**src/rtl/fine_dco_pkg.sv**
```systemverilog
// Shared types and constants for the fine DCO control decoder.
// Holds the FSM encoding, field width defaults and the reset mid-code.
package fine_dco_pkg;

  localparam int MSB_W_DEF = 5;
  localparam int LSB_W_DEF = 8;

  localparam logic [4:0] RST_MSB = 5'd16;

  typedef enum logic [1:0] {
    IDLE  = 2'd0,
    RAMP  = 2'd1,
    TRACK = 2'd2
  } state_t;

endpackage

```
**src/rtl/fine_dco_ctrl_decoder_dsm.sv**
```systemverilog
// First-order delta-sigma modulator for the dithered LSB field.
// The carry out of the accumulator drives the single dither unit.
module dsm_first_order #(
  parameter int LSB_W = 8
) (
  input  logic             clk_out,
  input  logic             rst,
  input  logic             en,
  input  logic             clr,
  input  logic [LSB_W-1:0] lsb,
  output logic             dither
);

  logic [LSB_W-1:0] acc;
  logic [LSB_W:0]   sum;

  assign sum = {1'b0, acc} + {1'b0, lsb};

  // accumulate while enabled, hold otherwise, clear on request
  always_ff @(posedge clk_out or posedge rst) begin
    if (rst) begin
      acc    <= '0;
      dither <= 1'b0;
    end else if (clr) begin
      acc    <= '0;
      dither <= 1'b0;
    end else if (en) begin
      acc    <= sum[LSB_W-1:0];
      dither <= sum[LSB_W];
    end else begin
      dither <= 1'b0;
    end
  end

endmodule

```
**src/rtl/fine_dco_ctrl_decoder.sv**
```systemverilog
// Fine DCO control decoder: CDC update capture, MSB ramping and
// thermometer decode, with a dithered unit driven by the LSB field.
module fine_dco_ctrl_decoder
  import fine_dco_pkg::*;
#(
  parameter int SYNC_STAGES = 2,
  parameter int MSB_W       = MSB_W_DEF,
  parameter int LSB_W       = LSB_W_DEF
) (
  input  logic                   clk_out,
  input  logic                   rst,
  input  logic                   dsm_en,
  input  logic                   upd_tgl,
  input  logic [MSB_W+LSB_W-1:0] ctrl_word,
  output logic                   upd_ack,
  output logic [2**MSB_W-1:0]    therm_ctrl,
  output logic [MSB_W-1:0]       cur_msb,
  output logic                   busy
);

  localparam int TW = 2**MSB_W;
  localparam int CW = MSB_W + LSB_W;
  localparam logic [MSB_W-1:0] MID = MSB_W'(RST_MSB);
  localparam logic [TW-2:0] THERM_RST =
    (TW-1)'((1 << int'(RST_MSB)) - 1);

  logic [SYNC_STAGES-1:0] sync_q;
  logic                   edge_q;
  logic                   upd_evt;

  state_t           state, state_n;
  logic [MSB_W-1:0] cur_q, cur_n;
  logic [MSB_W-1:0] tgt_q, tgt_n;
  logic [LSB_W-1:0] lsb_q;
  logic [TW-2:0]    therm_q, therm_n;
  logic             dither;

  // bring the update toggle into the clk_out domain
  always_ff @(posedge clk_out or posedge rst) begin
    if (rst) begin
      sync_q <= '0;
      edge_q <= 1'b0;
    end else begin
      sync_q <= {sync_q[SYNC_STAGES-2:0], upd_tgl};
      edge_q <= sync_q[SYNC_STAGES-1];
    end
  end

  assign upd_evt = sync_q[SYNC_STAGES-1] ^ edge_q;

  // next state, ramp step and retarget handling
  always_comb begin
    tgt_n   = upd_evt ? ctrl_word[CW-1:LSB_W] : tgt_q;
    state_n = state;
    cur_n   = cur_q;
    unique case (state)
      IDLE, TRACK: begin
        if (upd_evt)
          state_n = (tgt_n != cur_q) ? RAMP : TRACK;
      end
      RAMP: begin
        if (cur_q == tgt_n) begin
          state_n = TRACK;
        end else begin
          cur_n = (tgt_n > cur_q) ? cur_q + 1'b1
                                  : cur_q - 1'b1;
          if (cur_n == tgt_n)
            state_n = TRACK;
        end
      end
      default: state_n = IDLE;
    endcase
  end

  // thermometer decode of the code about to be applied
  always_comb begin
    therm_n = '0;
    for (int k = 0; k < TW-1; k++)
      therm_n[k] = (32'(k) < 32'(cur_n));
  end

  // state, code, latched word and output registers
  always_ff @(posedge clk_out or posedge rst) begin
    if (rst) begin
      state   <= IDLE;
      cur_q   <= MID;
      tgt_q   <= MID;
      lsb_q   <= '0;
      upd_ack <= 1'b0;
      busy    <= 1'b0;
      therm_q <= THERM_RST;
    end else begin
      state   <= state_n;
      cur_q   <= cur_n;
      tgt_q   <= tgt_n;
      busy    <= (state_n == RAMP);
      therm_q <= therm_n;
      if (upd_evt) begin
        lsb_q   <= ctrl_word[LSB_W-1:0];
        upd_ack <= ~upd_ack;
      end
    end
  end

  dsm_first_order #(
    .LSB_W(LSB_W)
  ) u_dsm (
    .clk_out(clk_out),
    .rst    (rst),
    .en     (dsm_en && (state == TRACK)),
    .clr    (!dsm_en),
    .lsb    (lsb_q),
    .dither (dither)
  );

  assign cur_msb    = cur_q;
  assign therm_ctrl = {dither, therm_q};

endmodule

```
**config.mk**
```make
export PLATFORM = sky130hd
export DESIGN_NAME = fine_dco_ctrl_decoder
export DESIGN_NICKNAME = d
export VERILOG_FILES = /design/src/rtl/fine_dco_pkg.sv /design/src/rtl/fine_dco_ctrl_decoder_dsm.sv /design/src/rtl/fine_dco_ctrl_decoder.sv
export SDC_FILE = /design/constraint.sdc
export NUM_CORES = 1
export LEC_CHECK = 0
export BUFFER_PORTS_ARGS = -buffer_cell sky130_fd_sc_hd__clkbuf_2
export CORE_MARGIN = 5
export CORE_UTILIZATION = 42
export DETAILED_ROUTE_END_ITERATION = 8
export PLACE_DENSITY = 0.63
export SETUP_SLACK_MARGIN = 0.02
export SLEW_MARGIN = 20
export SYNTH_ARGS = -nofsm -noshare
export SYNTH_HDL_FRONTEND = slang
export SYNTH_HIERARCHICAL = 1
export SYNTH_SLANG_ARGS = --single-unit
```
**constraint.sdc**
```tcl
create_clock -name clk_out -period 4.22 [get_ports clk_out]
set_input_delay 0.633 -clock clk_out [delete_from_list [all_inputs] [get_ports clk_out]]
set_output_delay 0.633 -clock clk_out [all_outputs]
set_load 0.02 [all_outputs]
```
==> flow_summary.toml <==
[worst_setup_path]
end_kind = "flip-flop"
reg2regPathDepth = 14
crit_start = "sync_q[1]$_DFF_PP0_"
path_max_fanout = 6
critPathKind = "flip-flop to flip-flop"
slowest_delay_ns = 0.44
path_cells = "xnor2_4, mux2_2, ha_1, and3_1, o21ai_0, a31oi_2, inv_1, ha_1, nand2b_1, a21oi_1, xnor2_1, xnor2_2, a21oi_1, a221oi_1"
start_kind = "flip-flop"
critPathBufInv = 1
timing.rr.start = "sync_q[1]$_DFF_PP0_"
path_depth = 14
crit_slowest_cell = "dfrtp_1"
crit_required_ns = 4.46
crit_family = "compound AO/OA/AOI/OAI gates"
worstPathArrival_ns = 4.14

[timing]
maxSlewHeadroom_pct = 55.0
drv_slew = 0
fin_worst_skew_ns = 0.0145
tightest_slew_ns = 0.675
setup_viol = 0
hold_viol = 0
period_share_pct = 92.4
fmax_mhz = 256
min_period_ns = 3.90

[floorplan]
top_level_ports = 56
dieArea_mm2 = 0.00936
rows = 31
start_util_pct = 43.3
fp.dieW_um = 96.7
die_h_um = 96.7
core_area_mm2 = 0.00729

[layout]
finalInstanceArea_mm2 = 0.00387
fillers = 687
nets = 390
areaGrowthSynthToFinish_pct = 22.4
drive_gt1_share_pct = 35.8
fin_cells = 459
n_antenna_cell = 0

[clock_tree]
cts-root-buf = "clkbuf_8"
clk_pin_slew_ns = 0.08
htreeDepth = 3
cts_max_path_buffers = 2
cts.sinks = 64
clk_latency_ns = 0.34
cts_tree = "yes"
numCtsBuffers = 9

[grt]
grt-ovfl-total = 0
grt_use_total_pct = 14.7
antenna_found_initial = 0
grt_pass1_vias = 2384
grt_pass1_wl_mm = 11.2
grt_max_degree = 38

[placement]
place_area_mm2 = 0.00358
gp_routability_congestion = 0.898
dp_hpwl_mm = 4.94
port_buffers = 55
dp_cells = 439

[route]
viasPerCell = 4.94
post_drt_wl_per_cell_um = 14.4
drt_iter0_markers = 73
drc_errors = 0
drt-pass1-iter-count = 4
ant_nets = 0
vias = 2267
drt_wl_total_mm = 6.61

[synth]
ys_seq_elements = 64
synth.area.top_cells = "dfrtp_1, dfstp_2, ha_1"
yosysSeqAreaShare_pct = 51.4
synth_top_family_by_area = "compound AO/OA/AOI/OAI gates"
synth_edf_count = 0
ys.warnings.count = 6
muxShareOfSynthArea_pct = 5.66
yosysTopAreaCell = "dfrtp_1"
synth.avg_cell_area_um2 = 11.0
synth_nets = 321
synth-compound-area-share_pct = 14.7
synth_ff_type = "dfrtp_1"
synthArstFlopShare_pct = 100
synthSimpleGateAreaFrac_pct = 12.2
synth_adder_area_share_pct = 7.60
synth_area_mm2 = 0.00316
ys_top_cells_by_count = "dfrtp_1, nor2_1, nand2_1"
synth_top_area_share_pct = 37.2
yosysMostFrequentCell = "dfrtp_1"
synth_cell_types = 55
syn_inst = 286
synth-xor-area-share_pct = 5.11

[worst_hold_path]
hold_class = "primary input to async pin"

[flow_run]
cap_violations = 0

[run_status]
status = "completed"
cell usage in the layout (no fill, tap or decap), types with 3 or more instances in the layout:
cell type and instances:
a211oi_2 3, a21o_1 4, a21oi_1 15, a21oi_2 3, a2bb2oi_1 3, buf_4 11
clkbuf_2 55, clkbuf_8 9, dfrtp_1 47, dfstp_2 17, ha_1 16, inv_1 15
inv_6 3, mux2_2 11, mux2i_1 4, nand2_1 27, nand2b_1 4, nand3_1 8
nor2_1 29, nor3_1 6, o211ai_1 4, o21ai_0 10, o21ai_1 4, xnor2_1 7
worst paths after layout:
kind                                               to  slack, ns
worst max-delay path            therm_q[24]$_DFF_PP0_       0.32
worst min register to register    sync_q[1]$_DFF_PP0_       0.36
worst max register to register  therm_q[24]$_DFF_PP0_       0.32
min in group clk_out              sync_q[1]$_DFF_PP0_       0.36
worst min-delay path             lsb_q[3]$_DFFE_PP0N_       0.28
max in group asynchronous        therm_q[8]$_DFF_PP1_       3.10
state kept, by name, indices dropped and copies added, names as in the netlist:
register	flops
therm_q	31
lsb_q	8
u_dsm/acc	8
tgt_q	5
cur_msb	4
state	2
sync_q	2
busy	1
edge_q	1
u_dsm/dither	1
upd_ack	1
layout make-up:
class	instances	area [um^2]	share of cell area [%]
flip-flops and latches	64	1620	42.0
multi-input cells	197	1460	37.7
repair buffers	67	378	9.77
clock buffers	9	124	3.20
well taps	99	124	3.20
clock inverters	7	101	2.62
inverters	16	60.1	1.55
kinds of logic after synthesis:
family                   Yosys count
AO/OA/AOI/OAI                     66
buffers and inverters             25
AND/OR/NAND/NOR                   84
multiplexers                      16
XOR/XNOR                          13
flip-flops                        64
adder cells (fa/ha/maj)           18
what timing repair did:
action / 4_1_cts / 5_1_grt
setup buffers: 0 / 4
setup endpoints to repair: 0 / 29
hold buffers: 0 / 0
gates resized for setup: 0 / 4
stage by stage:
| step | TNS [ns] | util, % | hold slack (ns) | worst slack, ns |
|---|---|---|---|---|
| after floorplan | 0 | - | 0.331 | 0.407 |
| after global placement | 0 | 49.2 | 0.333 | 0.167 |
| after detailed placement | 0 | 49.2 | 0.339 | 0.0649 |
| after CTS | 0 | 52.2 | 0.269 | 0.0641 |
| after global routing | -0.00338 | 53.0 | 0.306 | -0.00333 |
| final | 0 | 53.0 | 0.275 | 0.319 |
routing by layer:
metal	up-vias	GRT usage, %	share of wire, %
li1	1137	-	-
met1	1078	17.8	44
met2	46	24.7	50
met3	6	5.04	5.3
met4	0	4.54	1.0
met5	-	0	0
Power is not shown: default switching activity piles up to over one toggle a cycle in this logic, so the estimate is an artifact.
